==> src/rtl/uart_rx_program_loader.sv <==
// uart_rx_program_loader: assembles UART RX bytes into instruction words and
// writes them sequentially into program memory starting at address 0.
// A START_CMD byte opens a load session. A word carrying HALT_OPCODE closes it
// and raises o_run to release the CPU.
// Optional feature macro: LOADER_CHECKSUM_EN. When it is defined, one XOR checksum
// byte must follow the HALT word before o_run is raised.
module uart_rx_program_loader #(
    parameter int                            CANT_BITS_OPCODE   = 5,
    parameter int                            PC_LENGTH          = 11,
    parameter int                            INSTRUCTION_LENGTH = 16,
    parameter int                            INPUT_WORD_LENGTH  = 8,
    parameter logic [CANT_BITS_OPCODE-1:0]   HALT_OPCODE        = '0,
    parameter logic [INPUT_WORD_LENGTH-1:0]  START_CMD          = 8'hA5
) (
    input  logic                          i_clock,
    input  logic                          i_reset,
    input  logic                          i_rx_done,
    input  logic [INPUT_WORD_LENGTH-1:0]  i_data_rx,
    output logic                          o_wr_enable,
    output logic [PC_LENGTH-1:0]          o_wr_addr,
    output logic [INSTRUCTION_LENGTH-1:0] o_wr_data,
    output logic                          o_run,
    output logic                          o_error
);

    // One-hot state encoding. CHECK exists only when the checksum is built in.
    typedef enum logic [5:0] {
        ESPERA  = 6'b000001,
        RX_LOW  = 6'b000010,
        RX_HIGH = 6'b000100,
        WRITE   = 6'b001000,
`ifdef LOADER_CHECKSUM_EN
        CHECK   = 6'b010000,
`endif
        RUN     = 6'b100000
    } state_t;

    state_t                          state_q, state_d;
    logic                            rx_done_q;
    logic [INPUT_WORD_LENGTH-1:0]    low_q, low_d;
    logic [PC_LENGTH-1:0]            counter_q, counter_d;
    logic                            wr_en_q, wr_en_d;
    logic [PC_LENGTH-1:0]            wr_addr_q, wr_addr_d;
    logic [INSTRUCTION_LENGTH-1:0]   wr_data_q, wr_data_d;
    logic                            run_q, run_d;
    logic                            error_q, error_d;
`ifdef LOADER_CHECKSUM_EN
    logic [INPUT_WORD_LENGTH-1:0]    chk_q, chk_d;
`endif

    // A byte event is the rising edge of the RX valid level. A held level counts once.
    logic byte_event;
    assign byte_event = i_rx_done && !rx_done_q;

    logic is_halt;
    assign is_halt = (wr_data_q[INSTRUCTION_LENGTH-1 -: CANT_BITS_OPCODE] == HALT_OPCODE);

    // Next-state and output logic for the load FSM.
    always_comb begin
        // NOTE: every variable gets a default before the case. A path that skips an
        // assignment would otherwise infer a latch.
        state_d   = state_q;
        low_d     = low_q;
        counter_d = counter_q;
        wr_en_d   = 1'b0;
        wr_addr_d = wr_addr_q;
        wr_data_d = wr_data_q;
        run_d     = run_q;
        error_d   = error_q;
`ifdef LOADER_CHECKSUM_EN
        chk_d     = chk_q;
`endif

        case (state_q)
            ESPERA: begin
                if (byte_event && i_data_rx == START_CMD) begin
                    state_d   = RX_LOW;
                    counter_d = '0;
                    error_d   = 1'b0;
`ifdef LOADER_CHECKSUM_EN
                    chk_d     = '0;
`endif
                end
            end

            RX_LOW: begin
                if (byte_event) begin
                    low_d   = i_data_rx;
                    state_d = RX_HIGH;
`ifdef LOADER_CHECKSUM_EN
                    chk_d   = chk_q ^ i_data_rx;
`endif
                end
            end

            RX_HIGH: begin
                if (byte_event) begin
                    wr_en_d   = 1'b1;
                    wr_addr_d = counter_q;
                    wr_data_d = {i_data_rx, low_q};
                    state_d   = WRITE;
`ifdef LOADER_CHECKSUM_EN
                    chk_d     = chk_q ^ i_data_rx;
`endif
                end
            end

            WRITE: begin
                if (is_halt) begin
`ifdef LOADER_CHECKSUM_EN
                    state_d = CHECK;
`else
                    state_d = RUN;
                    run_d   = 1'b1;
`endif
                end else if (counter_q == '1) begin
                    // Memory is full. The address never wraps, so the load fails.
                    error_d = 1'b1;
                    state_d = ESPERA;
                end else begin
                    counter_d = counter_q + PC_LENGTH'(1);
                    if (byte_event) begin
                        // A byte that arrives in the strobe cycle is the next low byte.
                        low_d   = i_data_rx;
                        state_d = RX_HIGH;
`ifdef LOADER_CHECKSUM_EN
                        chk_d   = chk_q ^ i_data_rx;
`endif
                    end else begin
                        state_d = RX_LOW;
                    end
                end
            end

`ifdef LOADER_CHECKSUM_EN
            CHECK: begin
                if (byte_event) begin
                    if (i_data_rx == chk_q) begin
                        state_d = RUN;
                        run_d   = 1'b1;
                    end else begin
                        error_d = 1'b1;
                        state_d = ESPERA;
                    end
                end
            end
`endif

            RUN: begin
                if (byte_event && i_data_rx == START_CMD) begin
                    run_d     = 1'b0;
                    state_d   = RX_LOW;
                    counter_d = '0;
                    error_d   = 1'b0;
`ifdef LOADER_CHECKSUM_EN
                    chk_d     = '0;
`endif
                end
            end

            default: state_d = ESPERA;
        endcase
    end

    // State and output registers, cleared asynchronously by the active-low reset.
    always_ff @(posedge i_clock or negedge i_reset) begin
        if (!i_reset) begin
            state_q   <= ESPERA;
            rx_done_q <= 1'b0;
            low_q     <= '0;
            counter_q <= '0;
            wr_en_q   <= 1'b0;
            wr_addr_q <= '0;
            wr_data_q <= '0;
            run_q     <= 1'b0;
            error_q   <= 1'b0;
`ifdef LOADER_CHECKSUM_EN
            chk_q     <= '0;
`endif
        end else begin
            // NOTE: non-blocking assignments here, so every register samples the
            // pre-edge values no matter what order the statements are in.
            state_q   <= state_d;
            rx_done_q <= i_rx_done;
            low_q     <= low_d;
            counter_q <= counter_d;
            wr_en_q   <= wr_en_d;
            wr_addr_q <= wr_addr_d;
            wr_data_q <= wr_data_d;
            run_q     <= run_d;
            error_q   <= error_d;
`ifdef LOADER_CHECKSUM_EN
            chk_q     <= chk_d;
`endif
        end
    end

    assign o_wr_enable = wr_en_q;
    assign o_wr_addr   = wr_addr_q;
    assign o_wr_data   = wr_data_q;
    assign o_run       = run_q;
    assign o_error     = error_q;

endmodule

==> config.mk <==
export PLATFORM = sky130hd
export DESIGN_NAME = uart_rx_program_loader
export DESIGN_NICKNAME = d
export VERILOG_FILES = /design/src/rtl/uart_rx_program_loader.sv
export SDC_FILE = /design/constraint.sdc
export NUM_CORES = 1
export LEC_CHECK = 0
export BUFFER_PORTS_ARGS = -buffer_cell sky130_fd_sc_hd__buf_2
export CORE_MARGIN = 2
export CORE_UTILIZATION = 49
export DETAILED_ROUTE_END_ITERATION = 12
export GPL_ROUTABILITY_DRIVEN = 0
export PLACE_DENSITY = 0.83
export SLEW_MARGIN = 20
export SYNTH_ARGS = -nofsm -noshare
export SYNTH_HDL_FRONTEND = slang
export SYNTH_SLANG_ARGS = --single-unit
==> constraint.sdc <==
create_clock -name i_clock -period 2.1 [get_ports i_clock]
set_clock_uncertainty 0.15 [all_clocks]
set_input_delay 0.315 -clock i_clock [delete_from_list [all_inputs] [get_ports i_clock]]
set_output_delay 0.315 -clock i_clock [all_outputs]
set_load 0.02 [all_outputs]
==> metrics.md <==
| Metric | Value |
|---|---|
| # rows | 25 |
| Top post-synthesis cells by area | sky130_fd_sc_hd__dfrtp_1, sky130_fd_sc_hd__mux2_2, sky130_fd_sc_hd__mux2i_1 |
| Drt via density | 5.605 |
| Main flop type after synthesis | sky130_fd_sc_hd__dfrtp_1 |
| Final setup violation count | 4 |
| Number of nets in the layout | 251 |
| HPWL after detailed placement | 3366 um |
| Cell Area, Synth | 2331 um^2 |
| Number of global-route vias before repair | 1625 |
| Highest ir drop seen on vdd | 0.0006464 V |
| Sequential-to-total area share from yosys stat | 0.5910 |
| Max clock buf depth | 2 |
| Level count of the clock H-tree | 2 |
| Status | finished, violations left |
| Slowest cell on the critical path | sky130_fd_sc_hd__or4_4 |
| Portion of the clock cycle consumed by the worst path in the final layout | 1.008 |
| Crit path arrival time | 2.16 ns |
| Worst-Skew Late Latency | 0.30 ns |
| Reg2reg path depth | 6 |
| Instance count of the mapped netlist | 171 |
| Clock tree from TritonCTS | done |
| Worst r2r src | o_wr_data[11] |
| Required time worst endpoint | 2.15 ns |
| Total clock buffers created by CTS | 5 |
| Yosys warnings | 0 |
| Ys async rst share | 1.000 |
| Critical path capture point type | flop |
| Crit path time final | 2.118 ns |
| DIE AREA | 5325 um^2 |
| Boundary pin count | 41 |
| Maximum number of pins on one net before global-route repair | 37 |
| Initial core utilization | 0.5001 |
| Clock tree sinks | 55 |
| Critical register-to-register path endpoint | low_q[7] |
| Library cell with the largest summed area after synthesis | sky130_fd_sc_hd__dfrtp_1 |
| Number of vias in the routed layout | 1648 |
| Max-slew violation total from the final report | 0 |
| Width of the die | 72.97 um |
| Wire length of the first global-routing pass | 7728 um |
| Layout-stage area growth over the synthesis result | 25.44% |
| All-Layer GR Usage | 0.1929 |
| Critical path depth | 6 |
| Crit path cell chain | or4_4 > o211ai_4 > a41oi_4 > o21ai_4 > buf_6 > mux2_2 |
| Ratio of cells with drive above 1 in the final layout | 0.4833 |
| Vert. Die Dim | 72.97 um |
| Number of antenna-violating nets in the routed design | 0 |
| Total detailed-routing wirelength | 4708 um |
| GR Overflow Total | 0 |
| Antenna diode count | 0 |
| Number of DRC violations after detailed-routing iteration 0 | 74 |
| Clock Pin Slew Worst Setup and Hold Paths | 0.09 ns |
| Post-route DRC | 0 |
| Highest clock frequency the design can meet | 472.2 MHz |
| Final core utilization | 0.6274 |
| Critical path buffer and inverter count | 1 |
| Hold WS | 0.1218 ns |
| Count of port buffers added during placement | 40 |
| Core ar. | 4661 um^2 |
| Setup WS post-layout | -0.01765 ns |
| Sum Neg Setup Slack | -0.03381 ns |
| Post-Place Worst Slack | -0.07104 ns |
| Number of enable-type register cells in the synthesized netlist | 0 |
| Leakage power figure | 1.506 nW |
| Slew headroom | 0.6919 |
| 1st-pass router iterations | 4 |
| Violated checks | negative setup slack |
| HP Class | input port to flop |
| Clk root buf | sky130_fd_sc_hd__clkbuf_8 |
| Largest fanout on the critical path | 4 |
| Critical path class | flop to flop |
| Mean post-synth cell area | 13.63 um^2 |
| Initial antenna violation count | 0 |
| Worst Tran Pin Value | 0.4621 ns |
| Worst setup SP type | flop |
| Number of different library cells in the post-synthesis netlist | 40 |
| CP Capture Point | low_q[7] |
| Family with the most delay on the worst path | simple AND/OR/NAND/NOR gates |
| Maximum Capacitance Violations | 0 |
| Final hold violation count | 0 |
| Power per cell area | 1044 nW/um^2 |
| Net Count, Synth | 183 |
| First element of the critical path | o_wr_data[11] |
| Synth top area share | 0.5797 |
| RSZ-0062 raised after global routing | true |
| Largest stage delay on the critical path | 0.54 ns |
| Register-to-Register Setup Slack | -0.02 ns |
| Total of flip-flops plus latches after synthesis | 55 |
| Routed wire length per instance | 16.01 um |
[cell families (layout without fill, tap and decap cells)]
family	count (synthesis)	count (layout)	synth area share
flops	55	55	0.5910
simple gates	50	50	0.1267
mux	41	41	0.1954
compound gates	16	16	0.06388
buf+inv	7	76	0.01396
fa+ha+maj	1	1	0.005367
xor+xnor	1	1	0.003758
[state kept, by name (all words and copies together), names as in the netlist]
signal,flops
o_run,1
o_wr_enable,1
o_error,1
o_wr_data,16
low_q,8
o_wr_addr,11
state_q,5
rx_done_q,1
counter_q,11
[worst min path at each step]
stage                       startpoint             to  slack [ns]  depth (start not counted)
after floorplan                i_reset   counter_q[0]       -0.13                          0
final                     i_data_rx[6]       low_q[6]        0.12                          2
after global placement         i_reset   o_wr_data[9]        0.13                          1
after detailed placement       i_reset   o_wr_data[1]        0.13                          1
after global routing      i_data_rx[2]  o_wr_data[10]        0.12                          2
after CTS                 i_data_rx[4]  o_wr_data[12]        0.12                          2
[cell usage in the layout (no fill, tap or decap), drive strengths merged]
master,instances
a31oi,1
a41oi,1
clkbuf,8
dlygate4sd3,2
dfrtp,54
o21bai,1
o21ai,6
a21oi,1
or3,1
and2,2
a211o,1
o21a,1
nor2,4
nor3b,1
nor4,5
dfstp,1
a21o,1
nor2b,2
and4,3
nor3,3
nand2,11
xnor2,1
a22o,1
nand3,6
or4,3
nor4bb,2
mux2,36
a22oi,1
and3,3
mux2i,5
ha,1
and3b,1
inv,3
buf,63
o211ai,1
nand4,3
[metal layers]
metal,up-vias,GRT usage,share of wire
li1,766,-,-
met1,835,0.2420,0.43
met2,39,0.3333,0.52
met3,8,0.04420,0.035
met4,0,0.05761,0.015
met5,-,0,0
[per-stage QoR]
stage / power (mW) / std cells / cell area (um^2)
final: 3.053 / 294 / 2924
after global routing: 3.219 / 294 / 2924
after CTS: 3.051 / 292 / 2894
after detailed placement: 2.450 / 277 / 2724
after global placement: 2.410 / 277 / 2724
after floorplan: 2.047 / 171 / 2332
[what timing repair did]
| action | in CTS | in global routing |
|---|---|---|
| buffers inserted | 5 | 2 |
| endpoints found under the hold margin | 20 | 0 |
| setup endpoints to repair | 8 | 12 |
| pin swaps | 3 | 3 |
| gates resized for setup | 8 | 6 |
| hold buffers | 2 | 0 |
[Yosys cell counts (2+ instances only)]
master / count
sky130_fd_sc_hd__dfrtp_1: 54
sky130_fd_sc_hd__mux2_2: 36
sky130_fd_sc_hd__nand2_1: 11
sky130_fd_sc_hd__nand3_1: 6
sky130_fd_sc_hd__mux2i_1: 5
sky130_fd_sc_hd__nor4_1: 5
sky130_fd_sc_hd__nor2_1: 4
sky130_fd_sc_hd__o21ai_0: 4
sky130_fd_sc_hd__and3_1: 3
sky130_fd_sc_hd__and4_1: 3
sky130_fd_sc_hd__inv_1: 3
sky130_fd_sc_hd__nand4_1: 3
sky130_fd_sc_hd__and2_1: 2
sky130_fd_sc_hd__buf_2: 2
sky130_fd_sc_hd__nor2b_1: 2
sky130_fd_sc_hd__nor3_1: 2
sky130_fd_sc_hd__nor4bb_1: 2
sky130_fd_sc_hd__or4_1: 2
[where the power goes]
part	internal [mW]	switching [mW]	total (mW)	leakage, nW
Combinational	0.502	0.544	1.05	0.796
Sequential	1.30	0.143	1.45	0.670
Clock	0.238	0.322	0.559	0.0395
[area by class of cell]
| type | count | area (um^2) |
|---|---|---|
| multi-input cells | 109 | 958.4 |
| fillers | 373 | 1737 |
| well taps | 54 | 67.56 |
| flip-flops and latches | 55 | 1381 |
| clock buffers | 8 | 80.08 |
| repair buffers | 65 | 425.4 |
| inverters | 3 | 11.26 |
(Power assumes the default switching activity.)
